===== src/rtl/inst_fetch.sv =====
// Instruction fetch stage: issues word addresses to a one-cycle-latency ROM, tags
// returned instructions with their PC and hands them to decode through a skid buffer.
module inst_fetch #(
    parameter logic [29:0] RESET_PC = 30'h0
) (
    input  logic        clk,
    input  logic        rst,
    output logic [29:0] imem_addr,
    input  logic [31:0] imem_inst,
    input  logic        redirect_valid,
    input  logic [29:0] redirect_pc,
    output logic        out_valid,
    input  logic        out_ready,
    output logic [31:0] out_inst,
    output logic [29:0] out_pc,
    output logic [31:0] fetch_count
);

    logic [29:0] f_pc_reg;
    logic        rsp_valid_reg;
    logic [29:0] rsp_pc_reg;
    logic        sk_valid_reg;
    logic [29:0] sk_pc_reg;
    logic [31:0] sk_inst_reg;
    logic [31:0] fetch_count_reg;

    logic        sel_valid;
    logic [31:0] sel_inst;
    logic [29:0] sel_pc;
    logic        accept;
    logic        issue;

    always_comb begin
        sel_valid = sk_valid_reg ? 1'b1        : rsp_valid_reg;
        sel_inst  = sk_valid_reg ? sk_inst_reg : imem_inst;
        sel_pc    = sk_valid_reg ? sk_pc_reg   : rsp_pc_reg;
    end

    // A redirect masks the presented instruction so wrong-path work is never accepted.
    assign out_valid   = sel_valid & ~redirect_valid;
    assign out_inst    = out_valid ? sel_inst : 32'h0;
    assign out_pc      = out_valid ? sel_pc   : 30'h0;
    assign accept      = out_valid & out_ready;
    assign issue       = out_ready | (~sk_valid_reg & ~rsp_valid_reg);
    assign imem_addr   = rst ? RESET_PC : (redirect_valid ? redirect_pc : f_pc_reg);
    assign fetch_count = fetch_count_reg;

    always_ff @(posedge clk or posedge rst) begin
        if (rst) begin
            f_pc_reg        <= RESET_PC;
            rsp_valid_reg   <= 1'b0;
            rsp_pc_reg      <= 30'h0;
            sk_valid_reg    <= 1'b0;
            sk_pc_reg       <= 30'h0;
            sk_inst_reg     <= 32'h0;
            fetch_count_reg <= 32'h0;
        end else begin
            if (redirect_valid) begin
                sk_valid_reg  <= 1'b0;
                rsp_valid_reg <= 1'b1;
                rsp_pc_reg    <= redirect_pc;
                f_pc_reg      <= redirect_pc + 30'd1;
            end else begin
                if (issue) begin
                    rsp_valid_reg <= 1'b1;
                    rsp_pc_reg    <= f_pc_reg;
                    f_pc_reg      <= f_pc_reg + 30'd1;
                end else begin
                    rsp_valid_reg <= 1'b0;
                end
                // The ROM output is only valid for one cycle, so a stalled response must be parked.
                if (rsp_valid_reg && !sk_valid_reg && !out_ready) begin
                    sk_valid_reg <= 1'b1;
                    sk_pc_reg    <= rsp_pc_reg;
                    sk_inst_reg  <= imem_inst;
                end else if (sk_valid_reg && out_ready) begin
                    sk_valid_reg <= 1'b0;
                end
            end
            if (accept)
                fetch_count_reg <= fetch_count_reg + 32'd1;
        end
    end

endmodule

===== config.mk =====
export PLATFORM = sky130hd
export DESIGN_NAME = inst_fetch
export DESIGN_NICKNAME = d
export VERILOG_FILES = /design/src/rtl/inst_fetch.sv
export SDC_FILE = /design/constraint.sdc
export NUM_CORES = 1
export LEC_CHECK = 0
export CORE_UTILIZATION = 51
export CTS_CLUSTER_DIAMETER = 60
export DETAILED_ROUTE_END_ITERATION = 6
export HOLD_SLACK_MARGIN = 0.05
export MAX_ROUTING_LAYER = met4
export PLACE_DENSITY = 0.85
export SKIP_LAST_GASP = 1
export SLEW_MARGIN = 40
export SYNTH_ARGS = -nofsm -noshare
export SYNTH_HDL_FRONTEND = slang
export SYNTH_SLANG_ARGS = --single-unit

===== constraint.sdc =====
create_clock -name clk -period 6.7 [get_ports clk]
set_input_delay 1.34 -clock clk [delete_from_list [all_inputs] [get_ports clk]]
set_output_delay 1.34 -clock clk [all_outputs]
set_load 0.03 [all_outputs]

==> metrics.cfg <==
[sta]
finalSetupTns_ps = 0
slew_violations = 0
worst-slew-pin-transition_ps = 825.2
fmax_mhz = 199.6
finalHoldViolCount = 0
slew_headroom = 0.4499
rsz0062_at_grt = false
setup_violations = 0
min_period_ps = 5010
min_period_over_period = 0.7478
clock_skew_ps = 10.65

[die]
die_y_um = 131.1
core_area_mm2 = 0.01606
die_w_um = 131.1
die_area_mm2 = 0.01718
row_count = 46
initial_core_util = 0.5291
io_pins = 191

[grt]
grt_pass1_vias = 6795
gr-usage-all-layers = 0.2705
grt_start_max_net_pins = 94
antenna_found_initial = 0
grt_pass1_wl_um = 34700
grt-ovfl-total = 0

[power_and_ir_drop]
p_per_area_mw_per_mm2 = 268.0
peakVddDrop_uv = 186.4
p_leak_uw = 0.004542

[route]
ant_nets = 0
firstDrtPassIters = 5
vias = 7082
drc = 0
first_iter_violations = 411
via_per_inst = 5.675
routed_wl_um = 21860
route.detailed.wl_per_inst_um = 17.51

[logic_synthesis]
async_flop_share = 1.000
synthCells = 850
synth_area_mm2 = 0.008496
yosys_warnings = 0
synth_top_area_frac = 0.4595
ys.flop_type = dfrtp_1
synth_common_cells = dfrtp_1 (156), nor2_1 (137), mux2i_1 (93)
synth_top_cell_by_area = dfrtp_1
yosysSeqAreaShare = 0.4595
syn-num-nets = 918
yosysMostFrequentCell = dfrtp_1
ys_types = 49
ys_ff_latch = 156
synth_edf_count = 0
synth_area_leaders = dfrtp_1 (46%), mux2i_1 (11%), mux2_2 (8.4%)
synth.avg_cell_area_um2 = 9.995

[worst_setup_path]
critPathKind = in -> out
startpoint_type = input port
critical_path.max_fanout = 84
critical_path_required_ps = 5360
cp-end-kind = output pin
cp_data_arrival_time_ps = 3670

[placed_design]
port_buffers = 190
hpwl_um = 15350
dpl_cell_area_mm2 = 0.01061
gp_congestion = 0.9058

[clock_tree]
cts_buffer_depth = 2
post-cts-setup-buffers = 0
clk_latency_ps = 420
hold_buffers = 0
htreeDepth = 4
cts_root_buf = clkbuf_16
clock_sinks = 156
numCtsBuffers = 17
cts_tree = yes
clkTransAtPathRegs_ps = 60
cts_resized = 0

[final_layout]
fin_area_mm2 = 0.01125
area_growth_pct = 32.39
num-nets-final = 1087
drive_gt1_frac = 0.1153
antenna_cells = 0

[run]
cap_violations = 0

[worst_hold_path]
min_path_type = reg -> reg

[run_status]
status = finished clean

[per-layer routing]
layer  vias up  track usage  wire [um]
met2       226       0.4370      10640
met4         0      0.08181        299
met1      3499       0.3429       9502
met5         -            -          0
li1       3332            -          -
met3        25      0.05519       1418
[cells by family after synthesis]
kind of cell	synth area share
flops	0.4595
compound gates	0.07614
fa+ha+maj	0.002945
simple gates	0.1700
buf+inv	0.02828
xor+xnor	0.07010
mux	0.1931
[path summary, 6_finish.rpt]
check	start	endpoint	slack, ps	cells past startpoint
setup / recovery	redirect_valid	imem_addr[28]	1690	5
hold / removal	fetch_count[31]	fetch_count[31]	490	1
setup reg to reg	sk_valid_reg	f_pc_reg[3]	3490	9
hold reg to reg	fetch_count[31]	fetch_count[31]	490	1
max in group asynchronous	rst	fetch_count[24]	4280	4
min in group asynchronous	rst	f_pc_reg[2]	1580	3
[metrics by stage]
| stage | hold slack [ps] | total power (uW) | setup WS [ps] | util | cells |
|---|---|---|---|---|---|
| 2_1_floorplan | 479.6 | 1691 | 951.6 | - | 850 |
| 6_report | 488.4 | 3015 | 1690 | 0.7004 | 1248 |
| 3_5_place_dp | 485.9 | 1993 | 1722 | 0.6608 | 1216 |
| 4_1_cts | 486.8 | 3033 | 1727 | 0.7004 | 1248 |
| 5_1_grt | 512.0 | 3156 | 1526 | 0.7004 | 1248 |
| 3_3_place_gp | 475.0 | 1965 | 1688 | 0.6567 | 1212 |
[layout make-up]
cell class,count,area (um^2)
well taps,216,270.3
fillers,1176,4811
repair buffers,201,2021
multi-input cells,633,4368
inverters,10,45.04
flip-flops and latches,156,3908
clock buffers,17,425.4
clock inverters,15,210.2
[critical path: stages]
cell and delay [ps]:
buf_4 410, buf_4 750, mux2i_1 300, nor2_1 150, clkdlybuf4s50_1 680
[report_power, final]
part / internal [uW] / total, uW / switching (uW) / leakage [uW]
combinational: 345 / 744 / 398 / 0.00235
clock: 631 / 1040 / 405 / 0.000305
sequential: 1100 / 1240 / 131 / 0.00188
total: 2080 / 3010 / 934 / 0.00454
[placed cells by master, fill, tap and decap left out, types with 3 or more instances in the layout]
cell / instances
clkdlybuf4s50_1: 189
dfrtp_1: 155
nor2_1: 137
mux2i_1: 93
mux2_2: 63
a21oi_1: 47
xnor2_1: 47
nand3_1: 41
nand2_1: 41
xor2_1: 21
nand4_1: 18
clkbuf_16: 17
nand3b_1: 16
o21ai_0: 16
a22oi_1: 15
nand2b_1: 9
a31oi_1: 9
nor3_1: 9
inv_1: 8
buf_4: 7
nand4b_1: 5
and3_1: 5
inv_6: 5
and4_1: 4
bufinv_16: 4
a222oi_1: 3
nor2b_1: 3
clkinv_4: 3
No activity file was read; power rests on OpenSTA's default activity.
